$ cat src/rtl/rtc_bus_sequencer_pkg.sv
// Shared types, RTC register map and index decoder for rtc_bus_sequencer.
package rtc_bus_pkg;

    typedef enum logic [3:0] {
        S_IDLE,
        S_ADDR,
        S_GAP1,
        S_DATA,
        S_GAP2,
        S_VADDR,
        S_VGAP1,
        S_VDATA,
        S_VGAP2,
        S_DONE
    } state_t;

    localparam logic [3:0] IDX_SEC    = 4'd0;
    localparam logic [3:0] IDX_MIN    = 4'd1;
    localparam logic [3:0] IDX_HOUR   = 4'd2;
    localparam logic [3:0] IDX_DAY    = 4'd3;
    localparam logic [3:0] IDX_MONTH  = 4'd4;
    localparam logic [3:0] IDX_YEAR   = 4'd5;
    localparam logic [3:0] IDX_TSEC   = 4'd6;
    localparam logic [3:0] IDX_TMIN   = 4'd7;
    localparam logic [3:0] IDX_THOUR  = 4'd8;
    localparam logic [3:0] IDX_STATUS = 4'd9;
    localparam logic [3:0] IDX_RAMCMD = 4'd10;

    localparam logic [7:0] RTC_SEC    = 8'h21;
    localparam logic [7:0] RTC_MIN    = 8'h22;
    localparam logic [7:0] RTC_HOUR   = 8'h23;
    localparam logic [7:0] RTC_DAY    = 8'h24;
    localparam logic [7:0] RTC_MONTH  = 8'h25;
    localparam logic [7:0] RTC_YEAR   = 8'h26;
    localparam logic [7:0] RTC_TSEC   = 8'h41;
    localparam logic [7:0] RTC_TMIN   = 8'h42;
    localparam logic [7:0] RTC_THOUR  = 8'h43;
    localparam logic [7:0] RTC_STATUS = 8'h02;
    localparam logic [7:0] RTC_RAMCMD = 8'hF0;

    // Returns {valid, rtc_addr}; indices 11..15 decode as invalid.
    function automatic logic [8:0] idx_to_rtc_addr(input logic [3:0] idx);
        case (idx)
            IDX_SEC:    return {1'b1, RTC_SEC};
            IDX_MIN:    return {1'b1, RTC_MIN};
            IDX_HOUR:   return {1'b1, RTC_HOUR};
            IDX_DAY:    return {1'b1, RTC_DAY};
            IDX_MONTH:  return {1'b1, RTC_MONTH};
            IDX_YEAR:   return {1'b1, RTC_YEAR};
            IDX_TSEC:   return {1'b1, RTC_TSEC};
            IDX_TMIN:   return {1'b1, RTC_TMIN};
            IDX_THOUR:  return {1'b1, RTC_THOUR};
            IDX_STATUS: return {1'b1, RTC_STATUS};
            IDX_RAMCMD: return {1'b1, RTC_RAMCMD};
            default:    return 9'h000;
        endcase
    endfunction

endpackage

$ cat src/rtl/rtc_bus_sequencer_if.sv
// Control handshake plus multiplexed RTC bus pins of rtc_bus_sequencer.
interface rtc_bus_if;

    logic       start;
    logic       rw;
    logic [3:0] Address_WR;
    logic [7:0] data_wr;
    logic       busy;
    logic       done;
    logic       err;
    logic [7:0] data_rd;
    logic       cs_n;
    logic       rd_n;
    logic       wr_n;
    logic       ad_sel;
    logic [7:0] ad_out;
    logic       ad_oe;
    logic [7:0] ad_in;

    modport master (
        output start, rw, Address_WR, data_wr, ad_in,
        input  busy, done, err, data_rd,
        input  cs_n, rd_n, wr_n, ad_sel, ad_out, ad_oe
    );

    modport slave (
        input  start, rw, Address_WR, data_wr, ad_in,
        output busy, done, err, data_rd,
        output cs_n, rd_n, wr_n, ad_sel, ad_out, ad_oe
    );

endinterface

$ cat src/rtl/rtc_bus_sequencer_timer.sv
// rtc_phase_timer: loadable down-counter, tc high while the count is zero.
module rtc_phase_timer #(
    parameter int W = 4
) (
    input  logic         clk,
    input  logic         reset_n,
    input  logic         i_load,
    input  logic [W-1:0] i_val,
    output logic         o_tc
);

    logic [W-1:0] r_cnt;

    always_ff @(posedge clk or negedge reset_n) begin
        if (!reset_n) begin
            r_cnt <= '0;
        end else if (i_load) begin
            r_cnt <= i_val;
        end else if (r_cnt != '0) begin
            r_cnt <= r_cnt - 1'b1;
        end
    end

    assign o_tc = (r_cnt == '0);

endmodule

$ cat src/rtl/rtc_bus_sequencer.sv
// Multiplexed A/D bus sequencer for the external RTC, one transaction at a time.
// Optional write readback check enabled by defining RTC_WR_VERIFY_EN.
module rtc_bus_sequencer
    import rtc_bus_pkg::*;
#(
    parameter int T_PULSE = 10,
    parameter int T_GAP   = 5
) (
    input  logic     clk,
    input  logic     reset_n,
    rtc_bus_if.slave bus
);

    localparam int MAXT = (T_PULSE > T_GAP) ? T_PULSE : T_GAP;
    localparam int CW   = $clog2(MAXT) + 1;
    localparam logic [CW-1:0] LD_PULSE = CW'(T_PULSE - 1);
    localparam logic [CW-1:0] LD_GAP   = CW'(T_GAP - 1);

    state_t          r_state;
    state_t          w_state_n;
    logic            r_rw;
    logic [7:0]      r_addr;
    logic [7:0]      r_wdata;
    logic            r_err;
    logic [7:0]      r_data_rd;
    logic [8:0]      w_map;
    logic            w_tc;
    logic            w_load;
    logic [CW-1:0]   w_val;
    logic            w_verify;

`ifdef RTC_WR_VERIFY_EN
    assign w_verify = r_rw;
`else
    assign w_verify = 1'b0;
`endif

    assign w_map = idx_to_rtc_addr(bus.Address_WR);

    rtc_phase_timer #(.W(CW)) u_timer (
        .clk     (clk),
        .reset_n (reset_n),
        .i_load  (w_load),
        .i_val   (w_val),
        .o_tc    (w_tc)
    );

    always_ff @(posedge clk or negedge reset_n) begin
        if (!reset_n) begin
            r_state <= S_IDLE;
        end else begin
            r_state <= w_state_n;
        end
    end

    always_comb begin
        w_state_n = r_state;
        unique case (r_state)
            S_IDLE:  if (bus.start) w_state_n = w_map[8] ? S_ADDR : S_DONE;
            S_ADDR:  if (w_tc) w_state_n = S_GAP1;
            S_GAP1:  if (w_tc) w_state_n = S_DATA;
            S_DATA:  if (w_tc) w_state_n = S_GAP2;
            S_GAP2:  if (w_tc) w_state_n = w_verify ? S_VADDR : S_DONE;
            S_VADDR: if (w_tc) w_state_n = S_VGAP1;
            S_VGAP1: if (w_tc) w_state_n = S_VDATA;
            S_VDATA: if (w_tc) w_state_n = S_VGAP2;
            S_VGAP2: if (w_tc) w_state_n = S_DONE;
            S_DONE:  w_state_n = S_IDLE;
            default: w_state_n = S_IDLE;
        endcase
    end

    // Each phase restarts the shared timer on entry.
    always_comb begin
        w_load = (w_state_n != r_state);
        w_val  = '0;
        unique case (w_state_n)
            S_ADDR, S_DATA, S_VADDR, S_VDATA: w_val = LD_PULSE;
            S_GAP1, S_GAP2, S_VGAP1, S_VGAP2: w_val = LD_GAP;
            default:                          w_val = '0;
        endcase
    end

    always_ff @(posedge clk or negedge reset_n) begin
        if (!reset_n) begin
            r_rw      <= 1'b0;
            r_addr    <= '0;
            r_wdata   <= '0;
            r_err     <= 1'b0;
            r_data_rd <= '0;
        end else begin
            if (r_state == S_IDLE && bus.start) begin
                r_rw    <= bus.rw;
                r_addr  <= w_map[7:0];
                r_wdata <= bus.data_wr;
                r_err   <= ~w_map[8];
            end
            if (r_state == S_DATA && w_tc && !r_rw) begin
                r_data_rd <= bus.ad_in;
            end
            if (r_state == S_VDATA && w_tc) begin
                r_data_rd <= bus.ad_in;
                if (bus.ad_in != r_wdata) r_err <= 1'b1;
            end
        end
    end

    always_comb begin
        bus.cs_n   = 1'b1;
        bus.rd_n   = 1'b1;
        bus.wr_n   = 1'b1;
        bus.ad_sel = 1'b0;
        bus.ad_oe  = 1'b0;
        bus.ad_out = '0;
        unique case (r_state)
            S_ADDR, S_VADDR: begin
                bus.cs_n   = 1'b0;
                bus.wr_n   = 1'b0;
                bus.ad_oe  = 1'b1;
                bus.ad_out = r_addr;
            end
            S_GAP1, S_VGAP1: begin
                bus.ad_oe  = 1'b1;
                bus.ad_out = r_addr;
            end
            S_DATA: begin
                bus.cs_n   = 1'b0;
                bus.ad_sel = 1'b1;
                if (r_rw) begin
                    bus.wr_n   = 1'b0;
                    bus.ad_oe  = 1'b1;
                    bus.ad_out = r_wdata;
                end else begin
                    bus.rd_n   = 1'b0;
                    bus.ad_out = r_addr;
                end
            end
            S_VDATA: begin
                bus.cs_n   = 1'b0;
                bus.rd_n   = 1'b0;
                bus.ad_sel = 1'b1;
                bus.ad_out = r_addr;
            end
            S_GAP2: begin
                bus.ad_sel = 1'b1;
                bus.ad_out = r_rw ? r_wdata : r_addr;
            end
            S_VGAP2: begin
                bus.ad_sel = 1'b1;
                bus.ad_out = r_addr;
            end
            default: ;
        endcase
    end

    assign bus.busy    = (r_state != S_IDLE);
    assign bus.done    = (r_state == S_DONE);
    assign bus.err     = r_err;
    assign bus.data_rd = r_data_rd;

endmodule

$ cat src/flat_wrapper.sv
// flat-port wrapper written by rule: the top's interface ports become plain ports
module rtc_bus_sequencer_flat import rtc_bus_pkg::*;
#(
    parameter int T_PULSE = 10,
    parameter int T_GAP   = 5
)
  (clk, reset_n, bus_start, bus_rw, bus_Address_WR, bus_data_wr, bus_ad_in, bus_busy, bus_done, bus_err, bus_data_rd, bus_cs_n, bus_rd_n, bus_wr_n, bus_ad_sel, bus_ad_out, bus_ad_oe);
  rtc_bus_if bus_i ();
  input  logic clk;
  input  logic reset_n;
  input wire logic [$bits(bus_i.start)-1:0] bus_start;
  input wire logic [$bits(bus_i.rw)-1:0] bus_rw;
  input wire logic [$bits(bus_i.Address_WR)-1:0] bus_Address_WR;
  input wire logic [$bits(bus_i.data_wr)-1:0] bus_data_wr;
  input wire logic [$bits(bus_i.ad_in)-1:0] bus_ad_in;
  output wire logic [$bits(bus_i.busy)-1:0] bus_busy;
  output wire logic [$bits(bus_i.done)-1:0] bus_done;
  output wire logic [$bits(bus_i.err)-1:0] bus_err;
  output wire logic [$bits(bus_i.data_rd)-1:0] bus_data_rd;
  output wire logic [$bits(bus_i.cs_n)-1:0] bus_cs_n;
  output wire logic [$bits(bus_i.rd_n)-1:0] bus_rd_n;
  output wire logic [$bits(bus_i.wr_n)-1:0] bus_wr_n;
  output wire logic [$bits(bus_i.ad_sel)-1:0] bus_ad_sel;
  output wire logic [$bits(bus_i.ad_out)-1:0] bus_ad_out;
  output wire logic [$bits(bus_i.ad_oe)-1:0] bus_ad_oe;
  assign bus_i.start = bus_start;
  assign bus_i.rw = bus_rw;
  assign bus_i.Address_WR = bus_Address_WR;
  assign bus_i.data_wr = bus_data_wr;
  assign bus_i.ad_in = bus_ad_in;
  assign bus_busy = bus_i.busy;
  assign bus_done = bus_i.done;
  assign bus_err = bus_i.err;
  assign bus_data_rd = bus_i.data_rd;
  assign bus_cs_n = bus_i.cs_n;
  assign bus_rd_n = bus_i.rd_n;
  assign bus_wr_n = bus_i.wr_n;
  assign bus_ad_sel = bus_i.ad_sel;
  assign bus_ad_out = bus_i.ad_out;
  assign bus_ad_oe = bus_i.ad_oe;
  rtc_bus_sequencer #(.T_PULSE(T_PULSE), .T_GAP(T_GAP)) u_core (.clk(clk), .reset_n(reset_n), .bus(bus_i));
endmodule
$ cat config.mk
export PLATFORM = sky130hd
export DESIGN_NAME = rtc_bus_sequencer_flat
export DESIGN_NICKNAME = d
export VERILOG_FILES = /design/src/rtl/rtc_bus_sequencer_pkg.sv /design/src/rtl/rtc_bus_sequencer_if.sv /design/src/rtl/rtc_bus_sequencer_timer.sv /design/src/rtl/rtc_bus_sequencer.sv /design/src/flat_wrapper.sv
export SDC_FILE = /design/constraint.sdc
export NUM_CORES = 1
export LEC_CHECK = 0
export BUFFER_PORTS_ARGS = -buffer_cell sky130_fd_sc_hd__buf_4
export CAP_MARGIN = 20
export CORE_MARGIN = 2
export CORE_UTILIZATION = 60
export CTS_BUF_LIST = sky130_fd_sc_hd__clkbuf_2
export CTS_CLUSTER_SIZE = 10
export DETAILED_ROUTE_END_ITERATION = 10
export PLACE_DENSITY_LB_ADDON = 0.2
export REMOVE_ABC_BUFFERS = 1
export SYNTH_ARGS = -nofsm -noshare
export SYNTH_HDL_FRONTEND = slang
export SYNTH_HIERARCHICAL = 1
export SYNTH_SLANG_ARGS = --single-unit
$ cat constraint.sdc
create_clock -name clk -period 5.3 [get_ports clk]
set_input_delay 1.325 -clock clk [delete_from_list [all_inputs] [get_ports clk]]
set_output_delay 1.325 -clock clk [all_outputs]
set_load 0.005 [all_outputs]
==> key figures <==
Status
  – Status: completed

Yosys
  – Mapped Cells: ~190
  – Top cell type's share of synthesized area: 40.6%
  – Netlist Area Pre-Place: 2030 sq um
  – Synth area leaders: dfrtp_1, mux2_4, xnor2_1
  – Yosys cell types: 53
  – Largest area contributor in the netlist: dfrtp_1
  – Post-synthesis sequential area ratio: 40.6%
  – Cell with the most instances after synthesis: dfrtp_1
  – Top cells by count, synth: dfrtp_1, nand2_1, o21ai_0, xnor2_1, inv_1
  – Syn. warnings: 6
  – Synthesized area per cell: 10.8 sq um
  – Post-synth top flop: dfrtp_1
  – Flops & latches, synth: 33
  – Ys async rst share: 100%
  – EDFF count, synth: 0

Setup path
  – Slowest CP cell: dfrtp_1
  – Worst Setup Start Kind: register
  – CP Max Fanout: 16
  – Critical path data arrival time: 2.12 ns
  – Worst-path cell chain: and2b_1, a21oi_1, nor3b_4, a22o_1, buf_4
  – Worst Path Required: a little under 4 ns
  – Crit path largest cell delay: 0.69 ns
  – Crit end category: primary output
  – Critical setup path kind: reg2out

Layout
  – Fraction of final layout cells sized beyond drive strength 1: a little over a third
  – Antenna Cells: 0
  – Nets: 262
  – Layout fillers: 231
  – Syn-to-layout area delta: 18.8%

Global routing
  – Largest net degree at the start of global routing: 34
  – Global-route wire length before repair: 7.35 mm
  – Total global-route track usage: 23.9%
  – Antenna violations before repair: 0
  – Global-route congestion overflow total: 0
  – Vias in the first global route: 1528

Power and ir drop
  – Max VDD drop: around 270 uV
  – Static Leakage: roughly 1.2 nW
  – PwrDens: 545 nW/um^2
  – Overall Power: 1.32 mW

Place
  – PortBufs: 47
  – Dpl hpwl: 3.20 mm
  – RD Place Congestion: slightly below 0.9

Floorplanning
  – Starting Density: approximately three fifths
  – Top-Level Pins: between 40 and 50
  – Row cnt: 21
  – Total die area: between 3000 and 4000 sq um
  – Die height: approximately 62 um
  – Chip width: 62.2 um
  – Core ar.: 3280 sq um

Timing
  – Final setup vio count: 0
  – Setup TNS: 0 ns
  – Slew @ Worst Pin: approximately 0.70 ns
  – Hold Vio Cnt, Final: 0
  – Highest Clock Rate: 291 MHz
  – Period utilization: 64.9%
  – RSZ-0062 raised after global routing: false
  – Clk_skew: about 0.024 ns
  – Final slew viol count: 0
  – Relative slew slack: 53.1%
  – WHS: 0.513 ns
  – Tmin final: about 3.4 ns

Clocking
  – Cts bufs inserted: 5
  – CTS tree: built
  – Resized cells post-CTS: 0
  – Postcts setup bufs: 0
  – Cts-stage hold buffer count: 0
  – Worst-path clk slew: 0.18 ns
  – CTS root buffer: clkbuf_2
  – CTS sink cnt: 33
  – Clock Tree Buf Depth: 2
  – Worst skew pair latency: 0.36 ns
  – CTS H-Tree Depth: 2

Detailed routing
  – Drt drc: 0
  – Drt first pass iters: 4
  – Routed Antenna Nets: 0
  – DR iter-0 viols: 163
  – Total length of routed wires: 4.25 mm
  – WL/cell: 15.2 um
  – Drt via density: 5.57
  – Vias: 1555

Hold path
  – Hold Path Class: reg2reg

Run
  – Max cap viols: 0
## flip-flops by register name (all words and copies together) (netlist names)
name and flops:
u_core/r_addr 6, u_core/bus.err 1, u_core/r_state 4, u_core/bus.data_rd 8
u_core/u_timer/r_cnt 5, u_core/r_rw 1, u_core/r_wdata 8
## power breakdown
group / leakage (nW) / switching, mW / total, mW / internal (mW)
Combinational: 0.729 / 0.315 / 0.707 / 0.392
Sequential: 0.416 / 0.139 / 0.499 / 0.360
Clock: 0.0265 / 0.0799 / 0.111 / 0.0308
Total: 1.17 / 0.534 / 1.32 / 0.783
## area by class of cell
type / count / area, sq um / area share, %
clock buffer: 6 / 30.0 / 1.24
timing repair buffer: 47 / 353 / 14.6
inverter: 9 / 33.8 / 1.40
clock inverter: 1 / 3.75 / 0.156
sequential: 33 / 826 / 34.2
multi-input combinational: 137 / 1110 / 46.0
tap: 46 / 57.6 / 2.38
## placed cells by master, fill, tap and decap left out, types with 6 or more instances in the layout
master    instances
a22o_1            7
nor2_1            6
nand2b_1          6
xnor2_1          12
mux2_4            8
mux2_1            6
inv_1             9
clkbuf_2          6
o21ai_0          12
dfrtp_1          33
nand2_1          14
a21oi_1           6
buf_4            47
## cell families after synthesis
| group | count (synthesis) | synth area share (%) |
|---|---|---|
| mux | 22 | 13.5 |
| other cells | 1 | 0.185 |
| simple gates | 51 | 17.1 |
| xor+xnor | 13 | 5.60 |
| fa+ha+maj | 5 | 3.08 |
| compound gates | 44 | 15.0 |
| buf+inv | 19 | 4.93 |
| flops | 33 | 40.6 |
## path summary, 6_finish.rpt
path | from | endpoint | slack, ns | depth (start not counted)
max | u_core/r_state[1] | bus_ad_out[5] | 1.86 | 5
min in group asynchronous | reset_n | u_core/r_rw | 0.86 | 1
max in group asynchronous | reset_n | u_core/r_wdata[6] | 4.10 | 1
min reg2reg | u_core/r_addr[2] | u_core/r_addr[2] | 0.51 | 2
max reg2reg | u_core/u_timer/r_cnt[0] | u_core/u_timer/r_cnt[3] | 2.70 | 9
min | u_core/r_addr[2] | u_core/r_addr[2] | 0.51 | 2
## through the flow
stage               cells  area (sq um)  worst slack, ns  util [%]
CTS                   279          2410             1.85      73.5
global placement      272          2380             2.36      72.5
floorplan             179          1970             2.67         -
global route          279          2410             1.72      73.5
detailed placement    272          2380             2.30      72.5
finish                279          2410             1.86      73.5
## layer usage
| layer | vias up | part of all wire (%) | track usage (%) |
|---|---|---|---|
| li1 | 754 | - | - |
| met1 | 773 | 43 | 31.3 |
| met2 | 26 | 54 | 41.0 |
| met3 | 2 | 3.1 | 5.07 |
| met4 | 0 | 0.49 | 5.56 |
| met5 | - | 0 | 0 |
## critical path: cells and delay by family, from the launching register on
kind / cells / cell delay, ns
AOI/OAI and AO/OA: 2 / 0.32
and+or+nand+nor: 2 / 0.64
buffers and inverters: 1 / 0.10
DFF: 1 / 0.69
No activity file was read; power rests on OpenSTA's default activity.
